==> config.mk <==
export PLATFORM = sky130hd
export DESIGN_NAME = change_capture
export DESIGN_NICKNAME = d
export VERILOG_FILES = /design/src/rtl/change_capture.sv
export SDC_FILE = /design/constraint.sdc
export NUM_CORES = 1
export LEC_CHECK = 0
export CAP_MARGIN = 40
export CORE_MARGIN = 2
export CORE_UTILIZATION = 25
export DETAILED_ROUTE_END_ITERATION = 12
export HOLD_SLACK_MARGIN = 0.12
export PLACE_DENSITY = 0.41
export RECOVER_POWER = 25
export SYNTH_ARGS = -nofsm -noshare
export SYNTH_HDL_FRONTEND = slang
export SYNTH_SLANG_ARGS = --single-unit
==> constraint.sdc <==
create_clock -name clk_i -period 9.49 [get_ports clk_i]
set_input_delay 1.4235 -clock clk_i [delete_from_list [all_inputs] [get_ports clk_i]]
set_output_delay 1.4235 -clock clk_i [all_outputs]
set_load 0.02 [all_outputs]
==> src/rtl/change_capture.sv <==
// Change recorder: while armed, emits one {timestamp, bits} record per change of bits_i into a FWFT FIFO.
// Optional build macro CHANGE_CAPTURE_TS_SAT_EN makes the timestamp saturate instead of wrapping.
module change_capture #(
  parameter int NBITS    = 4,
  parameter int TS_WIDTH = 32,
  parameter int DEPTH    = 16
) (
  input  logic                       clk_i,
  input  logic                       reset_i,
  input  logic                       ENABLE_i,
  input  logic [NBITS-1:0]           bits_i,
  output logic                       dout_valid_o,
  input  logic                       dout_ready_i,
  output logic [TS_WIDTH-1:0]        dout_ts_o,
  output logic [NBITS-1:0]           dout_bits_o,
  output logic [$clog2(DEPTH):0]     count_o,
  output logic                       overflow_o,
  output logic                       active_o,
  output logic                       ts_sat_o
);

  localparam int AW = $clog2(DEPTH);
  localparam int CW = AW + 1;
  localparam int RW = TS_WIDTH + NBITS;

  typedef enum logic [1:0] {IDLE, ARMED, OVERFLOW} state_t;

  state_t              state_q, state_d;
  logic                enable_q;
  logic [TS_WIDTH-1:0] ts_q, ts_d;
  logic [NBITS-1:0]    last_q, last_d;
  logic                overflow_q, overflow_d;
  logic [AW-1:0]       wr_ptr_q, rd_ptr_q, wr_addr;
  logic [CW-1:0]       count_q;
  logic [RW-1:0]       mem [DEPTH];
  logic [RW-1:0]       wr_rec, head;
  logic                arm, flush, wr_en, pop, full;

  function automatic logic [TS_WIDTH-1:0] ts_step(input logic [TS_WIDTH-1:0] ts);
`ifdef CHANGE_CAPTURE_TS_SAT_EN
    ts_step = (&ts) ? ts : ts + TS_WIDTH'(1);
`else
    ts_step = ts + TS_WIDTH'(1);
`endif
  endfunction

  assign arm  = ENABLE_i && !enable_q;
  assign full = (count_q == CW'(DEPTH));
  assign pop  = (count_q != '0) && dout_ready_i;

  always_comb begin
    state_d    = state_q;
    ts_d       = ts_q;
    last_d     = last_q;
    overflow_d = overflow_q;
    flush      = 1'b0;
    wr_en      = 1'b0;
    wr_rec     = {ts_q, bits_i};
    if (arm) begin
      flush      = 1'b1;
      wr_en      = 1'b1;
      wr_rec     = {{TS_WIDTH{1'b0}}, bits_i};
      ts_d       = TS_WIDTH'(1);
      last_d     = bits_i;
      overflow_d = 1'b0;
      state_d    = ARMED;
    end else if (!ENABLE_i) begin
      state_d = IDLE;
    end else if (state_q == ARMED) begin
      ts_d   = ts_step(ts_q);
      last_d = bits_i;
      if (bits_i != last_q) begin
        // A full FIFO drops the write even when the head pops on this edge.
        if (full) begin
          overflow_d = 1'b1;
          state_d    = OVERFLOW;
        end else begin
          wr_en = 1'b1;
        end
      end
    end
  end

  always_ff @(posedge clk_i or posedge reset_i) begin
    if (reset_i) begin
      state_q    <= IDLE;
      enable_q   <= 1'b0;
      ts_q       <= '0;
      last_q     <= '0;
      overflow_q <= 1'b0;
      wr_ptr_q   <= '0;
      rd_ptr_q   <= '0;
      count_q    <= '0;
    end else begin
      state_q    <= state_d;
      enable_q   <= ENABLE_i;
      ts_q       <= ts_d;
      last_q     <= last_d;
      overflow_q <= overflow_d;
      if (flush) begin
        // Arm restarts the FIFO holding only the new {0, bits} record in slot 0.
        rd_ptr_q <= '0;
        wr_ptr_q <= AW'(1);
        count_q  <= CW'(1);
      end else begin
        if (wr_en) wr_ptr_q <= wr_ptr_q + AW'(1);
        if (pop)   rd_ptr_q <= rd_ptr_q + AW'(1);
        count_q <= count_q + CW'(wr_en) - CW'(pop);
      end
    end
  end

  assign wr_addr = flush ? '0 : wr_ptr_q;

  always_ff @(posedge clk_i) begin
    if (wr_en) mem[wr_addr] <= wr_rec;
  end

  assign head         = mem[rd_ptr_q];
  assign dout_valid_o = (count_q != '0);
  assign dout_ts_o    = dout_valid_o ? head[RW-1:NBITS] : '0;
  assign dout_bits_o  = dout_valid_o ? head[NBITS-1:0] : '0;
  assign count_o      = count_q;
  assign overflow_o   = overflow_q;
  assign active_o     = (state_q == ARMED);

`ifdef CHANGE_CAPTURE_TS_SAT_EN
  // Once saturated, ts_q stays all-ones until the next arm or reset.
  assign ts_sat_o = &ts_q;
`else
  assign ts_sat_o = 1'b0;
`endif

endmodule
==> summary.md, run 1 <==
| Metric | Value |
|---|---|
| Initial antenna violation count | 2 |
| Routed WL per cell | 23.84 um |
| Leading cell types in the layout, fill and taps excluded | edfxtp_1, mux4_2, mux2i_1, clkbuf_16, dfrtp_1 |
| Sequential Area | 0.01863 mm2 |
| Die Y | 320.2 um |
| Post-synth EDFFs | 576 |
| CTS H-tree depth | 3 |
| Failing checks | max-capacitance violations, max-slew violations |
| Max Clk Rate | 0.1839 GHz |
| Clock buffer depth | 3 |
| Sequential cell area fraction in the yosys report | 0.7451 |
| Skew final | 0.02141 ns |
| Setup bufs post-CTS | 0 |
| Synthesis-stage register bit count | 629 |
| Avg Vias per Cell | 4.588 |
| Clock Sinks | 629 |
| I/O pin cnt | 53 |
| Worst Max-Slew Pin Slew | 3.203 ns |
| Post-Route WL | 63510 um |
| Worst min path class | reg -> reg |
| Rows | 115 |
| Layout area overhead | 17.30% |
| CP required | 8.07 ns |
| Area of the multi-input gates | 0.006105 mm2 |
| Total iterations of the first detailed-routing run | 5 |
| Syn Inst Count | 1233 |
| Tmin final | 5.437 ns |
| R2R cell count | 4 |
| Syn Nets | 1251 |
| Post-Syn Area | 0.02500 mm2 |
| RSZ-0062 raised after global routing | no |
| Non-Filler Cell Area, Final | 0.02932 mm2 |
| Pwr/cell area | 257.0 mW/mm2 |
| Vias post-DR | 12.22k |
| Num CTS Buffers | 71 |
| Worst-Skew Late Latency | 0.60 ns |
| Syn avg cell area | 20.27 um2 |
| CP startpoint kind | register |
| Vias in the first global route | 12.96k |
| Yosys top cell by area | edfxtp_1 |
| GPL Wtd Cong | 0.6981 |
| Top cells by area, synth | edfxtp_1, mux4_2, dfrtp_1 |
| Worst hold stages | 2 |
| Cts hold-fix bufs | 0 |
| Critical path class | reg -> out |
| Synth cell types | 59 |
| GRT Overall Usage | 0.1232 |
| Final TNS setup | 0 ns |
| Fill cell count | 9622 |
| VDD IR max | 0.1518 mV |
| First-pass GRT wire length | 91810 um |
| Max_slew headroom | -1.136 |
| Port bufs | 51 |
| Fin. max-slew vios | 140 |
| Crit. End Element | primary output |
| Initial core utilization | 0.2532 |
| Core Box Area | 0.09871 mm2 |
| Overall power | 0.007534 W |
| Worst Path Max Fanout | 109 |
| CP arrival | 4.01 ns |
| Fraction of registers with async set/reset | 0.08426 |
| Post_cts resized | 0 |
| Share of cells above drive strength 1 | 0.2231 |
| CTS tree | yes |
| Antenna viol nets, final | 0 |
| Iteration-0 DRC Markers | 955 |
| Grt ovf | 0 |
| DRC Markers | 0 |
| Placement Cell Area | 0.02726 mm2 |
| Hold Violations, Final | 0 |
| Yosys Warn Count | 0 |
| Worst-path clk slew | 0.06 ns |
| Root Buffer | clkbuf_16 |
| Post-synth top area share | 0.6920 |
| Placed wire-length estimate | 34220 um |
| Top FF cell, synth | edfxtp_1 |
| Setup Viol. Count Final | 0 |
| Die X-Extent | 320.2 um |
| Die area | 0.1025 mm2 |
| Status | finished with violations |
| Largest net degree at the start of global routing | 110 |
| Max Cap Viol | 3 |
| Commonest non-fill, non-tap cell in the layout | edfxtp_1 |
| NumNets Final | 1344 |
| Total leakage power | 8.557 nW |
| Fin crit share | 0.5729 |
==> area by class of cell <==
| cell class | count | area share |
|---|---|---|
| sequential | 629 | 0.6356 |
| multi-input combinational | 525 | 0.2082 |
| tap | 1287 | 0.05492 |
| timing repair buffer | 86 | 0.02825 |
| antenna | 1 | 0.00008535 |
| clock inverter | 34 | 0.006956 |
| clock buffer | 89 | 0.06435 |
| inverter | 13 | 0.001664 |
==> worst max-delay path: stages, from the launching register on <==
cell             delay, ns
dfrtp_4               0.48
buf_16                0.29
buf_12                0.71
mux4_2                0.60
mux2i_1               0.39
o22ai_1               0.17
clkdlybuf4s50_1       0.58
==> power breakdown <==
group	total, W	switching (W)	internal [W]
clock network	0.00251	0.00106	0.00145
logic	0.00187	0.00103	0.000844
registers	0.00315	0.0000909	0.00306
total	0.00753	0.00218	0.00536
==> metrics by stage <==
stage / instances / hold WS [ns] / utilization / setup WS (ns)
floorplan: 1233 / 0.4852 / - / 3.265
global placement: 2534 / 0.5052 / 0.2750 / 4.271
detailed placement: 2540 / 0.5051 / 0.2761 / 4.324
CTS: 2663 / 0.5271 / 0.2973 / 3.960
global route: 2663 / 0.5480 / 0.2970 / 3.819
finish: 2664 / 0.5095 / 0.2970 / 4.053
==> cell families after synthesis <==
family / after synthesis / share of synthesized area
buffers and inverters: 79 / 0.01487
AO/OA/AOI/OAI: 78 / 0.02032
XOR/XNOR: 17 / 0.005957
adder cells (fa/ha/maj): 10 / 0.005306
other: 1 / 0.0001500
AND/OR/NAND/NOR: 184 / 0.04125
flip-flops: 629 / 0.7451
multiplexers: 235 / 0.1671
==> final timing paths <==
path	slack [ns]	from	to
worst max-delay path	4.05	rd_ptr_q[0]	dout_ts_o[30]
worst max register to register	5.61	enable_q	mem[5][18]
worst min-delay path	0.51	overflow_o	overflow_o
min in group asynchronous	2.48	reset_i	ts_q[17]
max in group asynchronous	4.72	reset_i	rd_ptr_q[3]
worst min register to register	0.51	overflow_o	overflow_o
==> sequential cells by signal, summed over array words and instances, names as in the netlist <==
signal	flops
overflow_o	1
wr_ptr_q	4
enable_q	1
ts_q	32
mem	576
last_q	4
count_o	5
state_q	2
rd_ptr_q	4
==> synth_stat cells (all sizes together), types with 3 or more instances <==
library cell  number
nor2              31
mux4             144
inv               13
and2              31
and3               6
o31ai              3
or3                7
nand3             17
mux2i             73
nor2b              4
nand2             23
buf               48
a21oi             15
nor3              16
o21ai             10
nand4              9
and4               5
nor4              16
clkbuf            18
o2111ai            3
mux2              18
ha                 9
xor2              15
dfrtp             53
edfxtp           576
o22ai             36
nand2b             8
==> routing by layer <==
layer  wire length, um  share of wire  up-vias  GRT usage
li1                  -              -     5291          -
met1             30090           0.47     6652     0.1752
met2             30130           0.47      211     0.1958
met3              2146          0.034       69    0.01831
met4              1143          0.018        0    0.03537
met5                 0              0        -          0
No activity file was read; power rests on OpenSTA's default activity.
==> inputs of run 2 (changes only) <==
- clock period: 9.49 -> 5.6 ns (I/O delays scaled with it)
==> run 2 against run 1 <==
The run still ends with max-capacitance violations, max-slew violations left. Highest routed layer unchanged. Global-route usage decreased by 0.060 points. Clock-buffer cell count grew 6. Clock power increased by 81%. Sequential power rose by 71%. Setup slack worse by 3.1 ns. Critical endpoint is now dout_bits_o[0].
==> summary.md, run 2 (synthesis gave the netlist of run 1 again) <==
| Metric | Value |
|---|---|
| Die X-Extent | 320.2 um |
| Met1 wire length | 29060 um |
| CP required | 4.76 ns |
| Grt ovf | 0 |
| RSZ-0062 raised after global routing | no |
| Rows | 115 |
| Root Buffer | clkbuf_16 |
| Vias in the first global route | 13.12k |
| Avg Vias per Cell | 4.535 |
| Overall power | 0.01304 W |
| Vias post-DR | 12.16k |
| Worst-Skew Late Latency | 0.61 ns |
| Setup Viol. Count Final | 0 |
| CP arrival | 3.85 ns |
| Top Layer Used | met4 |
| Pwr/cell area | 439.8 mW/mm2 |
| Cts hold-fix bufs | 0 |
| Initial core utilization | 0.2532 |
| Setup bufs post-CTS | 0 |
| Post-Place Setup Slack | 1.308 ns |
| VDD IR max | 0.2158 mV |
| Hold worst-path end | last_q[1] |
| Placed wire-length estimate | 35020 um |
| Total iterations of the first detailed-routing run | 5 |
| Max Cap Viol | 5 |
| Layout Cells excl Fill | 2682 |
| R2r setup slk | 1.67 ns |
| Antenna diodes | 0 |
| Post-Route WL | 61930 um |
| Final TNS setup | 0 ns |
| Total leakage power | 8.734 nW |
| GPL Wtd Cong | 0.6810 |
| Worst Max-Slew Pin Slew | 3.343 ns |
| CTS tree | yes |
| Max Clk Rate | 0.2132 GHz |
| Routed WL per cell | 23.09 um |
| Final worst setup slack | 0.9097 ns |
| GRT Overall Usage | 0.1226 |
| Worst r2r dst | mem[4][28] |
| Initial antenna violation count | 0 |
| Clock buffer depth | 3 |
| Largest net degree at the start of global routing | 54 |
| Leading cell types in the layout, fill and taps excluded | edfxtp_1, mux4_2, clkbuf_16 |
| Worst Path Max Fanout | 23 |
| Tmin final | 4.690 ns |
| Iteration-0 DRC Markers | 935 |
| Max FFs per register | 576 |
| Failing checks | max-capacitance violations, max-slew violations |
| Worst-path clk slew | 0.06 ns |
| Clock Sinks | 629 |
| Port bufs | 51 |
| Share of cells above drive strength 1 | 0.2337 |
| Smallest hold slack | 0.5327 ns |
| Reg with most FFs | mem |
| Skew final | 0.02699 ns |
| Layout area overhead | 18.62% |
| Num CTS Buffers | 73 |
| Crit. End Element | primary output |
| Die area | 0.1025 mm2 |
| Hold Violations, Final | 0 |
| Max_slew headroom | -1.229 |
| Inst Count DP | 2553 |
| DRC Markers | 0 |
| Status | finished with violations |
| Crit Reg-Reg Startpoint | enable_q |
| First-pass GRT wire length | 91550 um |
| I/O pin cnt | 53 |
| Fin. max-slew vios | 166 |
| Worst hold stages | 1 |
| Core Box Area | 0.09871 mm2 |
| Critical path class | reg -> out |
| NumNets Final | 1359 |
| Post_cts resized | 0 |
| Commonest non-fill, non-tap cell in the layout | edfxtp_1 |
| Fin crit share | 0.8376 |
| Hold path start | last_q[1] |
| Antenna viol nets, final | 0 |
| CP startpoint kind | register |
| R2R cell count | 4 |
| Die Y | 320.2 um |
| Metal3 WL | 2024 um |
| CTS H-tree depth | 3 |
| Routed wl met2 | 29550 um |
| Worst min path class | reg -> reg |
-- run 2: how the worst max path moves through the flow --
stage	start	end	slack [ns]
2_1_floorplan	bits_i[1]	mem[15][0]	-0.04
3_3_place_gp	bits_i[0]	count_o[4]	1.35
3_5_place_dp	bits_i[3]	count_o[4]	1.31
4_1_cts	count_o[2]	dout_ts_o[31]	0.81
5_1_grt	reset_i	rd_ptr_q[3]	0.52
6_report	count_o[2]	dout_bits_o[0]	0.91
-- run 2: cell type report --
| type | count | area, um2 |
|---|---|---|
| clock buffers | 95 | 1962 |
| clock inverters | 34 | 322.8 |
| fillers | 9605 | 69060 |
| inverters | 13 | 48.80 |
| multi-input cells | 525 | 6087 |
| flip-flops and latches | 629 | 18630 |
| well taps | 1287 | 1610 |
| repair buffers | 99 | 984.7 |
-- run 2: per-stage QoR --
stage	instance area [um2]	utilization
3_3_place_gp	27360	0.2772
3_5_place_dp	27410	0.2777
4_1_cts	29690	0.3008
2_1_floorplan	25000	-
5_1_grt	29650	0.3004
6_report	29650	0.3004
-- run 2: worst max-delay path, cell delays in order, from the launching register on --
cell             delay [ns]
dfrtp_1                0.41
inv_1                  0.09
ha_1                   0.18
or4b_1                 0.62
nand2b_2               0.69
buf_4                  0.44
o22ai_1                0.21
clkdlybuf4s50_1        0.58
-- run 2: power by group --
part           internal, W  switching [W]  total [W]
sequential         0.00518       0.000195    0.00538
clock              0.00270        0.00185    0.00455
combinational      0.00143        0.00168    0.00311
total              0.00932        0.00372     0.0130
-- run 2: per-layer routing --
layer	vias up	GRT usage
met3	89	0.01995
met4	0	0.03505
met1	6550	0.1704
met2	220	0.1983
li1	5303	-
met5	-	0
==> inputs of run 3 (changes only) <==
- clock period: 5.6 -> 4.41 ns (I/O delays scaled with it)
==> run 3 against run 2 <==
The run still ends with max-capacitance violations, max-slew violations left. Die area did not move. Clock power up 24%. Hold slack got worse by 0.026 ns. Global-route usage up 0.39 points. Combinational power grew 34%. Sequential share of layout area is 0.23 points lower. Largest cell class unchanged.
==> summary.md, run 3 (synthesis gave the netlist of run 1 again) <==
| Metric | Value |
|---|---|
| Iteration-0 DRC Markers | 953 |
| Share of cells above drive strength 1 | 0.2355 |
| Layout area overhead | 19.06% |
| Antenna viol nets, final | 0 |
| Initial core utilization | 0.2532 |
| Total leakage power | 8.747 nW |
| RSZ-0062 raised after global routing | no |
| Fill cell count | 9569 |
| Initial antenna violation count | 0 |
| Commonest non-fill, non-tap cell in the layout | edfxtp_1 |
| Crit. End Element | primary output |
| Placed wire-length estimate | 34900 um |
| Core Box Area | 0.09871 mm2 |
| Fin crit share | 0.9608 |
| Clock buffer depth | 3 |
| Sequential Area | 0.01863 mm2 |
| CTS tree | yes |
| Max Clk Rate | 0.2360 GHz |
| Avg Vias per Cell | 4.550 |
| Hold Violations, Final | 0 |
| Worst Max-Slew Pin Slew | 1.833 ns |
| Tmin final | 4.237 ns |
| Pwr/cell area | 556.4 mW/mm2 |
| Worst min path class | reg -> reg |
| Area of the multi-input gates | 0.006105 mm2 |
| Setup bufs post-CTS | 0 |
| Rows | 115 |
| Fin. max-slew vios | 31 |
| Max Cap Viol | 1 |
| Worst hold stages | 2 |
| Cts hold-fix bufs | 0 |
| Num CTS Buffers | 70 |
| CTS H-tree depth | 3 |
| Failing checks | max-capacitance violations, max-slew violations |
| VDD IR max | 0.3485 mV |
| Max FFs per register | 576 |
| Grt ovf | 0 |
| GPL Wtd Cong | 0.6860 |
| Inst Count DP | 2561 |
| Non-Filler Cell Area, Final | 0.02976 mm2 |
| Placement Cell Area | 0.02760 mm2 |
| Routed WL per cell | 24.04 um |
| Worst Path Max Fanout | 11 |
| Largest net degree at the start of global routing | 43 |
| NumNets Final | 1364 |
| CP required | 3.75 ns |
| Die Y | 320.2 um |
| R2R cell count | 14 |
| Smallest hold slack | 0.5064 ns |
| Final worst setup slack | 0.1728 ns |
| Critical path class | reg -> out |
| CP startpoint kind | register |
| Vias in the first global route | 12.96k |
| GRT Overall Usage | 0.1265 |
| Layout Cells excl Fill | 2684 |
| Status | finished with violations |
| Die X-Extent | 320.2 um |
| Worst-Skew Late Latency | 0.60 ns |
| Post-Place Setup Slack | 0.6849 ns |
| Vias post-DR | 12.21k |
| Root Buffer | clkbuf_16 |
| Final TNS setup | 0 ns |
| R2r setup slk | 1.20 ns |
| Worst-path clk slew | 0.05 ns |
| Antenna diodes | 0 |
| Post_cts resized | 0 |
| Setup Viol. Count Final | 0 |
| I/O pin cnt | 53 |
| Max_slew headroom | -0.2222 |
| First-pass GRT wire length | 93960 um |
| Skew final | 0.02421 ns |
| Clock Sinks | 629 |
| Port bufs | 51 |
| DRC Markers | 0 |
| Total iterations of the first detailed-routing run | 5 |
| Post-Route WL | 64510 um |
| Die area | 0.1025 mm2 |
| Reg with most FFs | mem |
| CP arrival | 3.58 ns |
| Leading cell types in the layout, fill and taps excluded | edfxtp_1, mux4_2, mux2i_1, clkbuf_16, dfrtp_1 |
## run 3: path summary, 6_finish.rpt
path,from,endpoint
max,count_o[3],dout_ts_o[27]
min,overflow_o,overflow_o
max reg2reg,count_o[3],count_o[4]
min reg2reg,overflow_o,overflow_o
max in group asynchronous,reset_i,ts_q[19]
min in group asynchronous,reset_i,count_o[0]
## run 3: through the flow
stage          total power (W)  utilization
2_1_floorplan         0.009420            -
3_3_place_gp           0.01122       0.2795
3_5_place_dp           0.01122       0.2796
4_1_cts                0.01692       0.3019
5_1_grt                0.01732       0.3015
6_report               0.01656       0.3015
## run 3: worst max-delay path, stage by stage (launching register included)
cell	delay, ns
dfrtp_1	0.40
inv_1	0.09
ha_1	0.17
or4b_1	0.63
nand2_2	0.45
buf_4	0.37
o22ai_1	0.25
clkdlybuf4s50_1	0.61
## run 3: where the power goes
group          switching (W)  internal, W  total (W)
logic                0.00227      0.00189    0.00416
clock network        0.00234      0.00331    0.00565
registers           0.000167      0.00658    0.00675
## run 3: final cells by class
class,instances,area share
timing repair buffer,107,0.03902
clock buffer,85,0.06290
sequential,629,0.6262
inverter,13,0.001640
tap,1287,0.05411
clock inverter,38,0.01106
multi-input combinational,525,0.2051
## run 3: per-layer routing
| metal | wire length, um | vias up | GRT usage |
|---|---|---|---|
| li1 | - | 5310 | - |
| met3 | 1857 | 68 | 0.01730 |
| met1 | 29450 | 6628 | 0.1711 |
| met4 | 978 | 0 | 0.03255 |
| met5 | 0 | - | 0 |
| met2 | 32230 | 205 | 0.2142 |
